===== config.mk =====
export PLATFORM = sky130hd
export DESIGN_NAME = serial_adder
export DESIGN_NICKNAME = d
export VERILOG_FILES = /design/src/rtl/serial_adder.sv
export SDC_FILE = /design/constraint.sdc
export NUM_CORES = 1
export LEC_CHECK = 0
export CELL_PAD_IN_SITES_DETAIL_PLACEMENT = 1
export CELL_PAD_IN_SITES_GLOBAL_PLACEMENT = 1
export CORE_UTILIZATION = 44
export CTS_BUF_LIST = sky130_fd_sc_hd__clkbuf_8
export DETAILED_ROUTE_END_ITERATION = 16
export PLACE_DENSITY = 0.85
export SYNTH_ARGS = -nofsm -noshare
export SYNTH_HDL_FRONTEND = slang
export SYNTH_SLANG_ARGS = --single-unit

===== constraint.sdc =====
create_clock -name clk -period 2 [get_ports clk]
set_input_delay 0.5 -clock clk [delete_from_list [all_inputs] [get_ports clk]]
set_output_delay 0.5 -clock clk [all_outputs]
set_load 0.02 [all_outputs]

===== src/rtl/serial_adder.sv =====
// ---------------------------------------------------------------------------
// serial_adder: bit-serial WIDTH-bit adder around a 1-bit full-adder stage.
//
// The operands are loaded in parallel on an accepted start. One bit pair per
// clock goes through the full adder, LSB first, and the carry is held in a
// flop between cycles. Result bits are collected into a parallel sum, and
// completion is flagged with a single-cycle done pulse.
//
// Ports
//   clk    in   rising-edge clock
//   rst_n  in   synchronous active-low reset
//   start  in   request, accepted only in IDLE
//   a, b   in   WIDTH-bit operands, captured on the accepting edge
//   cin    in   carry-in, captured on the accepting edge
//   busy   out  high while serial addition is in progress
//   done   out  one-cycle completion pulse
//   sum    out  low WIDTH bits of a+b+cin, held until the next completion
//   cout   out  bit WIDTH of a+b+cin, held until the next completion
//
// Also contains `adder`, the 1-bit full-adder stage that serial_adder drives.
// ---------------------------------------------------------------------------

// 1-bit full adder: result = a^b^c, carry_out = majority(a, b, c).
module adder (
    input  logic a,
    input  logic b,
    input  logic c,
    output logic result,
    output logic carry_out
);

    assign result    = a ^ b ^ c;
    assign carry_out = (a & b) | (c & (a ^ b));

endmodule

module serial_adder #(
    parameter int unsigned WIDTH = 8
) (
    input  logic             clk,
    input  logic             rst_n,
    input  logic             start,
    input  logic [WIDTH-1:0] a,
    input  logic [WIDTH-1:0] b,
    input  logic             cin,
    output logic             busy,
    output logic             done,
    output logic [WIDTH-1:0] sum,
    output logic             cout
);

    // The counter must be able to hold WIDTH.
    localparam int unsigned CNT_W = $clog2(WIDTH + 1);

    // The counter value seen on the last shift edge.
    localparam logic [CNT_W-1:0] CNT_LAST = CNT_W'(WIDTH - 1);

    typedef enum logic [1:0] {
        IDLE  = 2'd0,
        SHIFT = 2'd1,
        DONE  = 2'd2
    } state_t;

    state_t           state;
    logic [WIDTH-1:0] a_sr;
    logic [WIDTH-1:0] b_sr;
    logic [WIDTH-1:0] s_sr;
    logic             c_q;
    logic [CNT_W-1:0] cnt;

    logic             fa_result;
    logic             fa_carry;
    logic [WIDTH-1:0] s_next;

    // The single full-adder stage sees the current LSBs and the held carry.
    adder u_fa (
        .a         (a_sr[0]),
        .b         (b_sr[0]),
        .c         (c_q),
        .result    (fa_result),
        .carry_out (fa_carry)
    );

    // Sum register after this edge's bit is shifted in at the MSB.
    // When WIDTH is 1 there are no older bits to keep.
    generate
        if (WIDTH == 1) begin : g_snext_w1
            assign s_next = fa_result;
        end else begin : g_snext_wn
            assign s_next = {fa_result, s_sr[WIDTH-1:1]};
        end
    endgenerate

    // Sequencer: state, datapath registers and registered status outputs.
    always_ff @(posedge clk) begin
        if (!rst_n) begin
            state <= IDLE;
            busy  <= 1'b0;
            done  <= 1'b0;
            sum   <= '0;
            cout  <= 1'b0;
            a_sr  <= '0;
            b_sr  <= '0;
            s_sr  <= '0;
            c_q   <= 1'b0;
            cnt   <= '0;
        end else begin
            case (state)
                IDLE: begin
                    done <= 1'b0;
                    if (start) begin
                        a_sr  <= a;
                        b_sr  <= b;
                        c_q   <= cin;
                        cnt   <= '0;
                        busy  <= 1'b1;
                        state <= SHIFT;
                    end
                end

                SHIFT: begin
                    a_sr <= a_sr >> 1;
                    b_sr <= b_sr >> 1;
                    s_sr <= s_next;
                    c_q  <= fa_carry;
                    cnt  <= cnt + CNT_W'(1);
                    // On the last bit, publish the sum including this edge's bit.
                    if (cnt == CNT_LAST) begin
                        sum   <= s_next;
                        cout  <= fa_carry;
                        busy  <= 1'b0;
                        done  <= 1'b1;
                        state <= DONE;
                    end
                end

                DONE: begin
                    // start is deliberately not looked at here.
                    done  <= 1'b0;
                    state <= IDLE;
                end

                default: begin
                    busy  <= 1'b0;
                    done  <= 1'b0;
                    state <= IDLE;
                end
            endcase
        end
    end

endmodule


==> results of run 1 <==
-- metal layers --
metal | up-vias | track usage, %
li1 | 708 | -
met1 | 682 | 29.42
met2 | 26 | 36.18
met3 | 6 | 4.225
met4 | 0 | 11.94
met5 | - | 0
-- kinds of logic (layout without fill, tap and decap cells) --
| kind of cell | after synthesis | count (layout) |
|---|---|---|
| and+or+nand+nor | 59 | 59 |
| AOI/OAI and AO/OA | 55 | 55 |
| DFF | 41 | 41 |
| buffers and inverters | 17 | 48 |
| muxes | 10 | 10 |
| adders and majority gates | 2 | 2 |
-- power by group --
group	switching [mW]	internal, mW
combinational	0.120	0.115
clock	0.283	0.237
sequential	0.0380	0.864
-- state kept, by name, indices dropped and copies added (netlist names), 2 cells and up --
signal / count
cnt: 4
a_sr: 8
state: 2
b_sr: 8
sum: 8
s_sr: 7
-- final cells by class --
type                       instances  share of cell area [%]
clock buffer                       5                   3.226
clock inverter                     3                  0.6452
inverter                           2                  0.4692
multi-input combinational        126                   37.48
sequential                        41                   38.47
tap                               48                   2.815
timing repair buffer              38                   16.89
-- path summary, 6_finish.rpt --
| check | endpoint | slack (ps) |
|---|---|---|
| worst max-delay path | cout | 240 |
| worst min-delay path | sum[2] | 470 |
| worst max register to register | a_sr[3] | 330 |
| worst min register to register | sum[2] | 470 |
-- Yosys cell counts (2+ instances only) --
cell type	instances
dfxtp_1	41
nand2_1	37
o21ai_0	12
a21oi_1	11
mux2i_1	10
o22ai_1	8
a21boi_0	7
buf_2	7
nor2_1	5
a221o_1	4
buf_6	4
clkbuf_1	4
and3_2	3
o2bb2ai_1	3
a22o_1	2
nand2b_1	2
nand3_1	2
nor2b_1	2
-- per-stage QoR --
step | hold slack [ps] | setup slack, ps | instance area [sq um] | std cells | utilization [%]
final | 465.0 | 242.9 | 2133 | 263 | 57.41
after global routing | 489.1 | 192.4 | 2133 | 263 | 57.41
after CTS | 471.6 | 225.6 | 2133 | 263 | 57.41
after detailed placement | 459.0 | 50.19 | 2051 | 255 | 55.19
after global placement | 441.0 | 156.7 | 2051 | 255 | 55.19
after floorplan | 438.3 | 776.0 | 1725 | 184 | -
==> impl_metrics.json, run 1 <==
{
  "hold_depth": 2,
  "port_buffers": 30,
  "r2r-start": "state[0]",
  "drt_iter0_drc": 74,
  "dpl.hpwl_mm": 3.095,
  "synthXorXnorAreaFrac_pct": 0,
  "grt_pass1_vias": 1484,
  "drt_wl_total_mm": 4.238,
  "wl_per_cell_microns": 16.11,
  "grt_max_degree": 19,
  "finalSetupViolCount": 0,
  "antenna_cells": 0,
  "cp.arrival_ps": 1260,
  "synth-adder-area-share_pct": 1.885,
  "finClkSkew_ps": 3.672,
  "cts_buffer_depth": 2,
  "routed-wl-met2_mm": 1.987,
  "dieHeight_microns": 64.62,
  "drc": 0,
  "ys_warn_count": 0,
  "synth_largest_area_cell": "dfxtp_1",
  "fp.coreArea_sq_um": 3716,
  "avgSynthCellArea_sq_um": 9.377,
  "period_needed_ps": 1757,
  "layout_common_cells": "dfxtp_1 (41), nand2_1 (37), clkdlybuf4s50_1 (30)",
  "hold_class": "flip-flop to flip-flop",
  "synthSimpleGateAreaFrac_pct": 16.82,
  "hp-start": "sum[2]",
  "first_pass_iters": 4,
  "synth_cells": 184,
  "power_mw": 1.657,
  "synth_edf_count": 0,
  "post_cts_buffers": 0,
  "status": "finished clean",
  "die-area_sq_um": 4176,
  "routed.top_layer": "met4",
  "p_leak_nw": 0.7628,
  "cts_buffers": 5,
  "antenna_found_initial": 0,
  "boundaryPins": 31,
  "rsz0062_at_grt": "no",
  "post-route-period-util_pct": 87.85,
  "hold_viol_final": 0,
  "clkLatencyLatePin_ps": 290,
  "clock-root-buffer": "clkbuf_8",
  "crit_cells": 1,
  "gp_congestion": 0.8742,
  "multi_input_area_sq_um": 799.5,
  "rows": 22,
  "crit_path_start_kind": "flip-flop",
  "ys_seq_area_share_pct": 47.57,
  "clk_pin_slew_ps": 80,
  "met1_length_mm": 2.076,
  "cts_tree": "done",
  "crit_required_ps": 1500,
  "muxShareOfSynthArea_pct": 5.801,
  "cp_max_fo": 2,
  "synth_area_leaders": "dfxtp_1 (48%), nand2_1 (8.0%), mux2i_1 (5.8%)",
  "cts-resized-gates": 0,
  "drive_gt1_share_pct": 11.16,
  "cts_hold_buffers": 0,
  "synth_compound_area_share_pct": 21.83,
  "path_delay_family": "buffers and inverters",
  "synth_area_sq_um": 1725,
  "setup_tns_ps": 0,
  "crit_type": "flip-flop to output pin",
  "ir_worst_vdd_mv": 0.4072,
  "critical-path-slowest-cell": "clkdlybuf4s50_1",
  "cap_violations": 0,
  "fmax_mhz": 569.1,
  "vias": 1422,
  "yosysUniqueCellTypes": 38,
  "relSlewSlack_pct": 64.98,
  "grt_usage_pct": 22.84,
  "synth_ff_type": "dfxtp_1",
  "finalMaxSlewViolations": 0,
  "start_util_pct": 46.43,
  "cts_max_level": 2,
  "nFillCells": 447,
  "ys_ff_latch": 41,
  "grt_pass1_wl_mm": 7.010,
  "grt_overflow_total": 0,
  "path_cells": "clkdlybuf4s50_1",
  "yosys.area.top_type_share_pct": 47.57,
  "path_buf_inv": 1,
  "synth_top_family_by_area": "compound AO/OA/AOI/OAI gates",
  "vias_per_cell": 5.407,
  "mostFrequentLayoutCell": "dfxtp_1",
  "synthArstFlopShare_pct": 0,
  "nets": 236,
  "area_growth_pct": 23.64,
  "reg2regPathDepth": 4,
  "p_per_area_nw_per_um2": 776.5,
  "clock-sinks": 41,
  "slowest_delay_ps": 610,
  "wl_met3_microns": 120,
  "end_kind": "output pin",
  "crit_start": "cout",
  "fp.dieW_microns": 64.62,
  "ff_latch_area_sq_um": 820.8,
  "syn_nets": 206,
  "final_antenna_net_count": 0,
  "tightest_slew_ps": 524.2
}
(Power assumes the default switching activity.)
==> run 2: changes to the inputs <==
--- a/config.mk
+++ b/config.mk
@@ -10,7 +10,9 @@
 export CORE_UTILIZATION = 44
 export CTS_BUF_LIST = sky130_fd_sc_hd__clkbuf_8
 export DETAILED_ROUTE_END_ITERATION = 16
+export MAX_ROUTING_LAYER = met4
 export PLACE_DENSITY = 0.85
+export SETUP_SLACK_MARGIN = 0.15
 export SYNTH_ARGS = -nofsm -noshare
 export SYNTH_HDL_FRONTEND = slang
 export SYNTH_SLANG_ARGS = --single-unit
==> impl_metrics.json, run 2 (synthesis gave the netlist of run 1 again) <==
{
  "status": "finished clean",
  "clk_pin_slew_ps": 80,
  "boundaryPins": 31,
  "rsz0062_at_grt": "no",
  "largest_registers": "a_sr x8, b_sr x8, sum x8",
  "grt_pass1_wl_mm": 7.010,
  "vias_per_cell": 5.414,
  "cts_max_level": 2,
  "crit_cells": 1,
  "antenna_cells": 0,
  "first_pass_iters": 6,
  "cts_buffers": 5,
  "finalMaxSlewViolations": 0,
  "path_buf_inv": 1,
  "post-route-period-util_pct": 87.88,
  "switching_share_pct": 26.52,
  "drive_gt1_share_pct": 11.16,
  "cts-resized-gates": 0,
  "rows": 22,
  "p_per_area_nw_per_um2": 775.4,
  "area_growth_pct": 23.64,
  "gp_congestion": 0.8885,
  "end_kind": "output pin",
  "grt_usage_pct": 23.51,
  "layout_common_cells": "dfxtp_1 (41), nand2_1 (37), clkdlybuf4s50_1 (30)",
  "mostFrequentLayoutCell": "dfxtp_1",
  "drt_iter0_drc": 76,
  "cts_tree": "done",
  "clkLatencyLatePin_ps": 290,
  "path_cells": "clkdlybuf4s50_1",
  "setup_tns_ps": 0,
  "start_util_pct": 46.43,
  "drt_wl_total_mm": 4.205,
  "hold_class": "flip-flop to flip-flop",
  "grt_overflow_total": 0,
  "clock-sinks": 41,
  "cts_hold_buffers": 0,
  "hold_depth": 2,
  "cp_max_fo": 2,
  "seq_power_share_pct": 54.5,
  "reg2regPathDepth": 4,
  "final_antenna_net_count": 0,
  "antenna_found_initial": 0,
  "finalSetupViolCount": 0,
  "vias": 1424,
  "ir_worst_vdd_mv": 0.4075,
  "cp.arrival_ps": 1260,
  "fp.coreArea_sq_um": 3716,
  "drc": 0,
  "cap_violations": 0,
  "dpl.hpwl_mm": 3.095,
  "cts_buffer_depth": 2,
  "tightest_slew_ps": 525.3,
  "path_delay_family": "buffers and inverters",
  "combPwrFrac_pct": 14.2,
  "fp.dieW_microns": 64.62,
  "port_buffers": 30,
  "grt_pass1_vias": 1485,
  "power_mw": 1.654,
  "grt_max_degree": 19,
  "wl_per_cell_microns": 15.99,
  "nets": 236,
  "crit_required_ps": 1500,
  "fmax_mhz": 569.0,
  "p_leak_nw": 0.7628,
  "power_switching_mw": 0.4387,
  "dieHeight_microns": 64.62,
  "hold_viol_final": 0,
  "slowest_delay_ps": 610,
  "die-area_sq_um": 4176,
  "final_util_pct": 57.41,
  "post_cts_buffers": 0,
  "clock-root-buffer": "clkbuf_8",
  "p_int_mw": 1.216,
  "crit_path_start_kind": "flip-flop",
  "period_needed_ps": 1758,
  "clkPwrFrac_pct": 31.3,
  "hold-worst-slack_ps": 465.0,
  "finClkSkew_ps": 3.730,
  "relSlewSlack_pct": 64.91,
  "critical-path-slowest-cell": "clkdlybuf4s50_1",
  "crit_type": "flip-flop to output pin"
}
-- run 2: cell counts in the layout (fill, tap and decap cells not counted) --
Identical to the previous run, type by type.
-- run 2: path summary, 6_finish.rpt --
kind              startpoint       to  slack [ps]
setup / recovery        cout     cout         240
hold / removal        sum[2]   sum[2]         460
setup reg to reg    state[0]  a_sr[3]         340
hold reg to reg       sum[2]   sum[2]         460
-- run 2: power groups by stage --
stage | Clock [mW] | Combinational [mW] | Sequential [mW]
after global routing | 0.574 | 0.258 | 0.907
final | 0.518 | 0.234 | 0.902
after floorplan | 0 | 0.150 | 0.909
after detailed placement | 0 | 0.232 | 0.920
after global placement | 0 | 0.220 | 0.916
after CTS | 0.533 | 0.234 | 0.901
-- run 2: per-stage QoR --
step,worst slack (ps),instance area (sq um),instances
after CTS,225.6,2133,263
after detailed placement,50.19,2051,255
after global placement,156.7,2051,255
final,242.4,2133,263
after global routing,192.4,2133,263
after floorplan,776.0,1725,184
-- run 2: layer usage --
layer / vias to the layer above / track usage (%) / part of all wire [%]
li1: 709 / - / -
met1: 685 / 29.64 / 48
met2: 24 / 36.05 / 48
met3: 6 / 4.225 / 2.8
met4: 0 / 11.94 / 1.3
met5: - / - / 0
-- run 2: layout make-up --
class	instances	area, sq um
clock buffers	5	68.82
fillers	447	1583
repair buffers	38	360.3
well taps	48	60.06
clock inverters	3	13.76
flip-flops and latches	41	820.8
inverters	2	10.01
multi-input cells	126	799.5
==> run 3: changes to the inputs <==
--- a/config.mk
+++ b/config.mk
@@ -10,6 +10,7 @@
 export CORE_UTILIZATION = 44
 export CTS_BUF_LIST = sky130_fd_sc_hd__clkbuf_8
 export DETAILED_ROUTE_END_ITERATION = 16
+export GPL_TIMING_DRIVEN = 0
 export MAX_ROUTING_LAYER = met4
 export PLACE_DENSITY = 0.85
 export SETUP_SLACK_MARGIN = 0.15
==> impl_metrics.json, run 3 (synthesis gave the netlist of run 1 again) <==
{
  "rsz0062_at_grt": "no",
  "dp_cells": 262,
  "grt_usage_pct": 25.17,
  "grt_overflow_total": 0,
  "use_met1_pct": 28.99,
  "p_per_area_nw_per_um2": 784.2,
  "port_buffers": 30,
  "area_growth_pct": 25.96,
  "cts_buffer_depth": 2,
  "path_cells": "clkdlybuf4s50_1",
  "finClkSkew_ps": 10.08,
  "hp-start": "sum[2]",
  "dieHeight_microns": 64.62,
  "clk_pin_slew_ps": 80,
  "path_buf_inv": 1,
  "largest_registers": "a_sr x8, b_sr x8, sum x8",
  "nFillCells": 440,
  "cap_violations": 0,
  "grt_max_degree": 12,
  "grt-busiest-layer": "met2",
  "cts_max_level": 2,
  "cp.arrival_ps": 1280,
  "start_util_pct": 46.43,
  "relSlewSlack_pct": 67.85,
  "hold_depth": 2,
  "r2r-start": "state[1]",
  "grt_pass1_wl_mm": 7.527,
  "fp.coreArea_sq_um": 3716,
  "grt_pass1_vias": 1594,
  "dpl_worst_slack_ps": -145.4,
  "slowest_delay_ps": 610,
  "globalRouteMet3Util_pct": 7.746,
  "tightest_slew_ps": 482.2,
  "clock-root-buffer": "clkbuf_8",
  "antenna_found_initial": 0,
  "vias": 1523,
  "crit_type": "flip-flop to output pin",
  "hold_path_end": "sum[2]",
  "antenna_cells": 0,
  "clock-sinks": 41,
  "grtUsageMet2_pct": 40.66,
  "path_delay_family": "buffers and inverters",
  "post-route-period-util_pct": 89.18,
  "cts_tree": "done",
  "crit_required_ps": 1500,
  "drt_wl_total_mm": 4.431,
  "rr_endpoint": "a_sr[4]",
  "ir_worst_vdd_mv": 0.5519,
  "drc": 0,
  "critical-path-slowest-cell": "clkdlybuf4s50_1",
  "cp_max_fo": 3,
  "status": "finished clean",
  "setup_tns_ps": 0,
  "hold-worst-slack_ps": 459.8,
  "hold_class": "flip-flop to flip-flop",
  "worst_slack_ps": 216.4,
  "boundaryPins": 31,
  "final_antenna_net_count": 0,
  "nets": 243,
  "fmax_mhz": 560.7,
  "finalSetupViolCount": 0,
  "final_cells": 269,
  "mostFrequentLayoutCell": "dfxtp_1",
  "fp.dieW_microns": 64.62,
  "rrSetupSlack_ps": 600,
  "wl_per_cell_microns": 16.47,
  "clkLatencyLatePin_ps": 300,
  "crit_path_start_kind": "flip-flop",
  "period_needed_ps": 1784,
  "gp_congestion": 0.8432,
  "p_leak_nw": 0.7813,
  "die-area_sq_um": 4176,
  "drt_iter0_drc": 66,
  "reg2regPathDepth": 4,
  "first_pass_iters": 4,
  "rows": 22,
  "cts_buffers": 5,
  "vias_per_cell": 5.662,
  "layout_common_cells": "dfxtp_1 (41), nand2_1 (37), clkdlybuf4s50_1 (30)",
  "hold_viol_final": 0,
  "finalMaxSlewViolations": 0,
  "drive_gt1_share_pct": 12.22,
  "dpl.hpwl_mm": 3.182,
  "end_kind": "output pin"
}
==> run 3: worst max path at each step <==
stage           from  slack (ps)  cells after the start      end
2_1_floorplan  start         780                      3  a_sr[2]
3_3_place_gp   rst_n         -10                      5  a_sr[0]
3_5_place_dp   rst_n        -150                      5  a_sr[4]
4_1_cts        rst_n         160                      5  a_sr[4]
5_1_grt         busy         170                      1     busy
6_report        busy         220                      1     busy
==> run 3: layout make-up <==
type	instances	area (sq um)	share of cell area [%]
Inverter	2	10.01	0.4606
Clock buffer	6	82.58	3.800
Timing Repair Buffer	30	300.3	13.82
Sequential cell	41	820.8	37.77
Clock inverter	1	3.754	0.1727
Multi-Input combinational cell	126	799.5	36.79
Tap cell	48	60.06	2.763
Buffer	15	96.34	4.433
==> run 3: per-layer routing <==
layer / up-vias / wire length, microns
met5: - / 0
met4: 0 / 88
met3: 11 / 197
met2: 35 / 2172
met1: 757 / 1972
li1: 720 / -
==> run 3: report_power, final <==
| part | internal (mW) | total [mW] | leakage, nW | switching, mW |
|---|---|---|---|---|
| registers | 0.864 | 0.897 | 0.335 | 0.0333 |
| clock network | 0.269 | 0.555 | 0.0485 | 0.286 |
| logic | 0.122 | 0.252 | 0.398 | 0.130 |
| total | 1.26 | 1.70 | 0.781 | 0.449 |
==> run 3: repair_timing <==
action	in CTS	in global routing
endpoints found under the setup margin	0	6
resized for setup	0	2
hold buffers	0	0
setup buffers	0	0
==> run 3: through the flow <==
stage | total power, mW | util (%) | cell area, sq um
final | 1.704 | 58.48 | 2173
after global routing | 1.785 | 58.48 | 2173
after CTS | 1.717 | 58.45 | 2172
after detailed placement | 1.166 | 56.13 | 2086
after global placement | 1.150 | 56.13 | 2086
after floorplan | 1.060 | - | 1725
